<file path="src/rtl/simple_core.sv">
// Five-phase multi-cycle SIMPLE core: fetch, decode, execute, memory, writeback.
// Each instruction takes exactly five clocks; exec starts the core from idle or pauses it.
module simple_core #(
  parameter int              DATA_W   = 16,
  parameter int              ADDR_W   = 12,
  parameter logic [ADDR_W-1:0] RESET_PC = '0
) (
  input  logic              clock,
  input  logic              reset,
  input  logic              exec,
  input  logic [DATA_W-1:0] m_q,
  output logic [ADDR_W-1:0] m_addr,
  output logic [DATA_W-1:0] m_data,
  output logic              m_we,
  output logic [4:0]        phase,
  output logic              running,
  output logic              halted
);
  typedef enum logic [2:0] {IDLE, P1, P2, P3, P4, P5} state_t;

  state_t                 state;
  logic [ADDR_W-1:0]      pc;
  logic [7:0][DATA_W-1:0] rf;
  logic [3:0]             szcv;
  logic [15:0]            ir;
  logic [DATA_W-1:0]      ar, br, dr, d;
  logic                   pause_pend;

  logic [1:0] op1;
  logic [2:0] op2;
  logic [3:0] op3, sh;
  logic       is_ld, is_st, is_li, is_hlt, alu_wr;
  logic signed [7:0] q_off, ir_off;

  assign op1    = ir[15:14];
  assign op2    = ir[13:11];
  assign op3    = ir[7:4];
  assign sh     = ir[3:0];
  assign q_off  = m_q[7:0];
  assign ir_off = ir[7:0];
  assign is_ld  = (op1 == 2'b00);
  assign is_st  = (op1 == 2'b01);
  assign is_li  = (op1 == 2'b10) && (op2 == 3'b000);
  assign is_hlt = (op1 == 2'b11) && (op3 == 4'hF);
  assign alu_wr = (op1 == 2'b11) &&
                  (op3 inside {4'd0, 4'd1, 4'd2, 4'd3, 4'd4, 4'd6, 4'd8, 4'd9, 4'd10, 4'd11});

  // Carry/borrow come from the extra top bit; shifts carry the last bit out in the spare bit.
  logic [DATA_W:0]   sum, diff, sll_w, srl_w, sra_w;
  logic [DATA_W-1:0] rol;
  assign sum   = {1'b0, br} + {1'b0, ar};
  assign diff  = {1'b0, br} - {1'b0, ar};
  assign sll_w = {1'b0, br} << sh;
  assign srl_w = {br, 1'b0} >> sh;
  assign sra_w = $signed({br, 1'b0}) >>> sh;
  assign rol   = (br << sh) | (br >> (DATA_W - int'(sh)));

  logic [DATA_W-1:0] res;
  logic              c, v, upd, take;
  logic              fs, fz, fv;
  assign fs = szcv[3];
  assign fz = szcv[2];
  assign fv = szcv[0];

  always_comb begin
    res  = '0;
    c    = 1'b0;
    v    = 1'b0;
    upd  = 1'b0;
    take = 1'b0;
    case (op1)
      2'b00, 2'b01: res = br + d;
      2'b10: begin
        if (op2 == 3'b100) take = 1'b1;
        else if (op2 == 3'b111) begin
          case (ir[10:8])
            3'd0:    take = fz;
            3'd1:    take = fs ^ fv;
            3'd2:    take = fz | (fs ^ fv);
            3'd3:    take = !fz;
            default: take = 1'b0;
          endcase
        end
      end
      default: begin
        upd = 1'b1;
        case (op3)
          4'd0: begin
            {c, res} = sum;
            v = (br[DATA_W-1] == ar[DATA_W-1]) && (sum[DATA_W-1] != br[DATA_W-1]);
          end
          4'd1, 4'd5: begin
            {c, res} = diff;
            v = (br[DATA_W-1] != ar[DATA_W-1]) && (diff[DATA_W-1] != br[DATA_W-1]);
          end
          4'd2:  res = br & ar;
          4'd3:  res = br | ar;
          4'd4:  res = br ^ ar;
          4'd6:  res = ar;
          4'd8:  {c, res} = sll_w;
          4'd9:  begin res = rol; c = (sh != 4'd0) && rol[0]; end
          4'd10: {res, c} = srl_w;
          4'd11: {res, c} = sra_w;
          default: upd = 1'b0;
        endcase
      end
    endcase
  end

  always_ff @(posedge clock or posedge reset) begin
    if (reset) begin
      state      <= IDLE;
      phase      <= '0;
      running    <= 1'b0;
      halted     <= 1'b0;
      pause_pend <= 1'b0;
      pc         <= RESET_PC;
      rf         <= '0;
      szcv       <= '0;
      ir         <= '0;
      ar         <= '0;
      br         <= '0;
      dr         <= '0;
      d          <= '0;
      m_addr     <= '0;
      m_data     <= '0;
      m_we       <= 1'b0;
    end else begin
      // A P5 exec is handled by the stop decision below, not by the pending flag.
      if (exec && running && state != P5) pause_pend <= 1'b1;
      case (state)
        IDLE: if (exec) begin
          state   <= P1;
          phase   <= 5'b00001;
          running <= 1'b1;
          halted  <= 1'b0;
          m_addr  <= pc;
        end
        P1: begin
          pc    <= pc + ADDR_W'(1);
          state <= P2;
          phase <= 5'b00010;
        end
        P2: begin
          ir    <= m_q[15:0];
          ar    <= rf[m_q[13:11]];
          br    <= rf[m_q[10:8]];
          d     <= DATA_W'(q_off);
          state <= P3;
          phase <= 5'b00100;
        end
        P3: begin
          dr <= res;
          if (upd) szcv <= {res[DATA_W-1], res == '0, c, v};
          if (take) pc <= pc + ADDR_W'(ir_off);
          if (is_ld || is_st) m_addr <= res[ADDR_W-1:0];
          if (is_st) begin
            m_data <= ar;
            m_we   <= 1'b1;
          end
          state <= P4;
          phase <= 5'b01000;
        end
        P4: begin
          m_we  <= 1'b0;
          state <= P5;
          phase <= 5'b10000;
        end
        P5: begin
          if (is_ld) rf[ir[13:11]] <= m_q;
          else if (is_li) rf[ir[10:8]] <= d;
          else if (alu_wr) rf[ir[10:8]] <= dr;
          if (is_hlt || pause_pend || exec) begin
            state      <= IDLE;
            phase      <= '0;
            running    <= 1'b0;
            pause_pend <= 1'b0;
            halted     <= is_hlt;
          end else begin
            state  <= P1;
            phase  <= 5'b00001;
            m_addr <= pc;
          end
        end
        default: begin
          state <= IDLE;
          phase <= '0;
        end
      endcase
    end
  end
endmodule

</file>
<file path="config.mk">
export PLATFORM = sky130hd
export DESIGN_NAME = simple_core
export DESIGN_NICKNAME = d
export VERILOG_FILES = /design/src/rtl/simple_core.sv
export SDC_FILE = /design/constraint.sdc
export NUM_CORES = 1
export LEC_CHECK = 0
export ABC_AREA = 1
export CORE_AREA = 2 2 187 189
export CTS_BUF_LIST = sky130_fd_sc_hd__clkbuf_4 sky130_fd_sc_hd__clkbuf_8
export CTS_CLUSTER_SIZE = 25
export DETAILED_ROUTE_END_ITERATION = 8
export DIE_AREA = 0 0 189 191
export PLACE_DENSITY = 0.79
export SLEW_MARGIN = 15
export SYNTH_ARGS = -nofsm -noshare
export SYNTH_HDL_FRONTEND = slang
export SYNTH_SLANG_ARGS = --single-unit
export TNS_END_PERCENT = 1
</file>
<file path="constraint.sdc">
create_clock -name clock -period 10.9 [get_ports clock]
set_clock_uncertainty 0.1 [all_clocks]
set_input_delay 2.725 -clock clock [delete_from_list [all_inputs] [get_ports clock]]
set_output_delay 2.725 -clock clock [all_outputs]
set_load 0.01 [all_outputs]
</file>
# Yosys cells after proc, flatten, opt, wreduce, memory -nomap -nowiden
# Cells that the tools add are included.
dict set report word_totals {
  regBits 256
  inputBits 19
  output_inout_bits 36
  word_cells 168
}
dict set report classes {
  n_addsub 6
  order_cmp 6
  n_eq_ne 35
  shift 5
  muxes 49
  bitwise 6
  reduce_logical 38
}
# operator count
set op_table {}
lappend op_table {{$bwmux 128} 3}
lappend op_table {{$mux 128} 3}
lappend op_table {{$pmux 16 s10} 1}
lappend op_table {{$bmux 16 s3} 2}
lappend op_table {{$demux 16 s3} 2}
lappend op_table {{$mux 16} 4}
lappend op_table {{$mux 12} 4}
lappend op_table {{$pmux 12 s3} 1}
lappend op_table {{$or 16x16->16} 2}
lappend op_table {{$pmux 16 s2} 1}
lappend op_table {{$shr 16x32->16} 1}
lappend op_table {{$pmux 5 s6} 1}
lappend op_table {{$pmux 12 s2} 1}
lappend op_table {{$eq 4x4->1 const B} 5}
lappend op_table {{$pmux 3 s6} 1}
lappend op_table {{$add 16x16->17} 1}
lappend op_table {{$mux 1} 17}
lappend op_table {{$shl 16x4->17} 1}
lappend op_table {{$shr 17x4->17} 1}
lappend op_table {{$sshr 17x4->17} 1}
lappend op_table {{$sub 16x16->17} 1}
lappend op_table {{$add 16x16->16} 1}
lappend op_table {{$and 16x16->16} 1}
lappend op_table {{$logic_not 16->1} 1}
lappend op_table {{other kinds (42)} 88}

# Depth between registers and ports, before layout
dict set report depth {
  ltp_word 8
  depth_mapped 22
  ltp_nobuf 20
}

# Worst setup path after synthesis
# No wires, ideal clock.
dict set report synth_timing {
  kind {input-to-reg}
  from {input m_q[11]}
  to {register ar[13]}
  setup_ps 126
  arrival_time_ps 3810
  required_time_ps 10674
  setup_slack_ps 6864
  path_stages 6
  n_path_buf 2
  cell_sequence {clkbuf_1 -> clkinv_1 -> clkbuf_1 -> o21ai_0 -> a21oi_1 -> a221o_1}
}
dict set report synth_between {
  elab_chain_cells 2
}
# element line
set synth_rtl {}
lappend synth_rtl {{start, declared} 11} ;# input logic [DATA_W-1:0] m_q,
lappend synth_rtl {{$bmux 16 s3} 146} ;# ar <= rf[m_q[13:11]];
lappend synth_rtl {{$mux 16 (implied by the code)} 146}
lappend synth_rtl {{end signal, assigned} 146}
lappend synth_rtl {{end, declared} 26} ;# logic [DATA_W-1:0] ar, br, dr, d;
# No other way between the ends. The select of a mux whose other input is x is not followed.
# A chain may end at the register's enable or synchronous reset.

# Worst setup path after layout
dict set report layout_timing {
  from {input m_q[9]}
  to {register br[9]}
}
dict set report layout_between {
  elab_chain_cells 2
}
# element line
set layout_rtl {}
lappend layout_rtl {{$bmux 16 s3} 147} ;# br <= rf[m_q[10:8]];
lappend layout_rtl {{$mux 16 (implied by the code)} 147}
lappend layout_rtl {{end signal, assigned} 147}
lappend layout_rtl {{end, declared} 26}
# No other way between the ends. The select of a mux whose other input is x is not followed.

==> qor.yml <==
post_cts_buffers: 0
ctsHoldBuffers: 0
hold_depth: 2
min_period_ps: 5130
post-route-period-util_pct: 47.0
hold_path_class: "reg -> reg"
cts_buffer_depth: 3
outcome: "finished, final reports clean"
ys_seq_elements: 247
vias: 21600
synth.distinct_cells: 49
dieHeight_um: 191
track_usage_pct: 42.8
synth_area_um2: 19100
path_class: "in -> reg"
drt_wl_total_um: 78500
route.detailed.drc: 0
r2r_end: "rf[13]"
ant_nets: 0
pin_count: 55
cts_tree: "yes"
drt_first_pass_iters: 8
synth_top_area_share_pct: 32.3
synth-async-reset-ratio_pct: 100
htree_num_levels: 2
clk_latency_ps: 610
crit_required_ps: 11290
yosysWarnings: 0
slew_headroom_pct: 12.0
p_leak_nw: 9.86
path_clk_slew_ps: 70
drive_above_1_share_pct: 6.88
design.core.area_um2: 34100
ys_seq_area_share_pct: 32.3
grt_max_degree: 132
clock-sinks: 247
hold_end: "m_data[13]"
synth_cells: 2854
power.density_nw_per_um2: 348
synth_top_area_cell: "dfrtp_1"
fill_cells: 3245
synth_edf_count: 0
synth_fp_nets: 2953
ir_drop_mv: 0.199
gp_congestion: 1.00
rsz0062_at_grt: "false"
viasPerCell: 6.50
cts_root_buffer: "clkbuf_8"
r2r-start: "ir[15]"
yosys-top-cells-count: "nand2_1, o21ai_0, inv_1"
overflow: 0
finalSetupViolations: 0
worstMarginPinSlew_ps: 1320
worst_setup_path_end_kind: "flip-flop"
drt_iter0_drc: 2997
antenna_found_initial: 1
portBuffers: 54
cts-resized-gates: 0
first_global_vias: 19800
hold_viol_final: 0
avgSynthCellArea_um2: 6.71
rows: 68
synth_ff_type: "dfrtp_1"
drv_cap: 0
fin_nets: 2930
start_util_pct: 56.1
holdCritStartpoint: "m_data[13]"
routedWlPerCell_um: 23.6
reg2regPathDepth: 7
fmax_mhz: 195
slew_violations: 0
die_w_um: 189
worstPathArrival_ps: 5520
worstPathMaxFanout: 41
cp-start-kind: "input port"
tns_ps: 0
placed_area_um2: 19800
synth_area_leaders: "dfrtp_1, nand2_1, o21ai_0, a21oi_1, nand3_1"
hpwl_um: 53200
grt_pass1_wl_um: 118000
yosysMostFrequentCell: "nand2_1"
reg2reg_slack_ps: 6800
syn_to_final_growth_pct: 8.65
postLayoutCellArea_um2: 20800
cts_buffers: 43
dieArea_um2: 36100
-- kinds of logic (layout without fill, tap and decap cells) --
kind of cell             count (synthesis)  after routing  share of synthesized area [%]
AO/OA/AOI/OAI                          824            824                           24.1
AND/OR/NAND/NOR                       1217           1217                           26.7
other                                    0              1                              0
multiplexers                            27             27                           1.59
buffers and inverters                  449            457                           9.45
adder cells (fa/ha/maj)                 80             80                           5.39
XOR/XNOR                                10             10                          0.458
flip-flops                             247            247                           32.3
-- routing by layer --
| layer | up-vias | part of all wire [%] | track usage [%] |
|---|---|---|---|
| met5 | - | 0 | 0 |
| met4 | 0 | 8.2 | 30.3 |
| met3 | 393 | 12 | 9.90 |
| met2 | 1569 | 42 | 63.7 |
| met1 | 9982 | 38 | 55.1 |
| li1 | 9615 | - | - |
-- stage by stage --
| step | hold WS (ps) | utilization [%] | instances | worst slack (ps) | power, W |
|---|---|---|---|---|---|
| after floorplan | 346 | - | 2854 | 1290 | 0.00458 |
| after global placement | 361 | 58.0 | 3241 | 5410 | 0.00598 |
| after detailed placement | 367 | 58.0 | 3241 | 5350 | 0.00605 |
| after CTS | 377 | 61.0 | 3317 | 5940 | 0.00705 |
| after global routing | 398 | 61.0 | 3317 | 5780 | 0.00770 |
| final | 384 | 61.0 | 3318 | 5770 | 0.00724 |
-- layout by cell type (no fill, tap or decap), drive strengths merged, types with 2 or more instances in the layout --
cell           instances
nand2                731
o21ai                358
inv                  301
a21oi                260
dfrtp                247
nand3                239
nor2                 190
o22ai                112
ha                    76
clkbuf                69
clkdlybuf4s50         52
mux2                  27
buf                   27
a221o                 23
nor3                  21
o21a                  20
o221ai                19
nand4                 18
o211ai                13
xor2                   8
and2                   6
nand3b                 6
or2                    5
o21bai                 5
clkinv                 5
a21o                   4
a22oi                  4
fa                     4
a31oi                  3
a21boi                 2
xnor2                  2
bufinv                 2
-- layout make-up --
cell class / count / area, um2 / share of cell area (%)
diodes: 1 / 2.50 / 0.0120
clock buffers: 69 / 893 / 4.29
clock inverters: 7 / 100 / 0.481
inverters: 302 / 1140 / 5.49
multi-input cells: 2158 / 11200 / 53.8
flip-flops and latches: 247 / 6180 / 29.7
well taps: 455 / 569 / 2.74
repair buffers: 79 / 718 / 3.45
-- how the worst max path moves through the flow --
stage          endpoint  slack [ps]   start
6_report          br[9]        5770  m_q[9]
3_3_place_gp      br[1]        5410  m_q[9]
2_1_floorplan     ar[0]        1290   reset
4_1_cts           br[9]        5940  m_q[9]
3_5_place_dp     br[12]        5350  m_q[9]
5_1_grt          br[12]        5780  m_q[9]
-- flip-flops by register name, indices dropped and copies added (netlist names) --
register,count
m_we,1
state,3
pc,12
running,1
dr,16
halted,1
m_data,16
br,16
ir,16
ar,16
rf,128
m_addr,12
phase,5
szcv,3
pause_pend,1
-- worst max-delay path: stages --
cell	delay, ps
clkdlybuf4s50_1	450
buf_4	470
clkinv_1	1000
a21oi_1	440
a21oi_1	120
a221o_1	300
-- report_power, final --
| part | switching, W | total, W | leakage [nW] | internal, W |
|---|---|---|---|---|
| registers | 0.000411 | 0.00168 | 2.86 | 0.00127 |
| clock network | 0.000432 | 0.00100 | 0.521 | 0.000568 |
| logic | 0.00321 | 0.00455 | 6.48 | 0.00135 |
| total | 0.00405 | 0.00724 | 9.86 | 0.00319 |
Power figures use the tool's default switching activity.
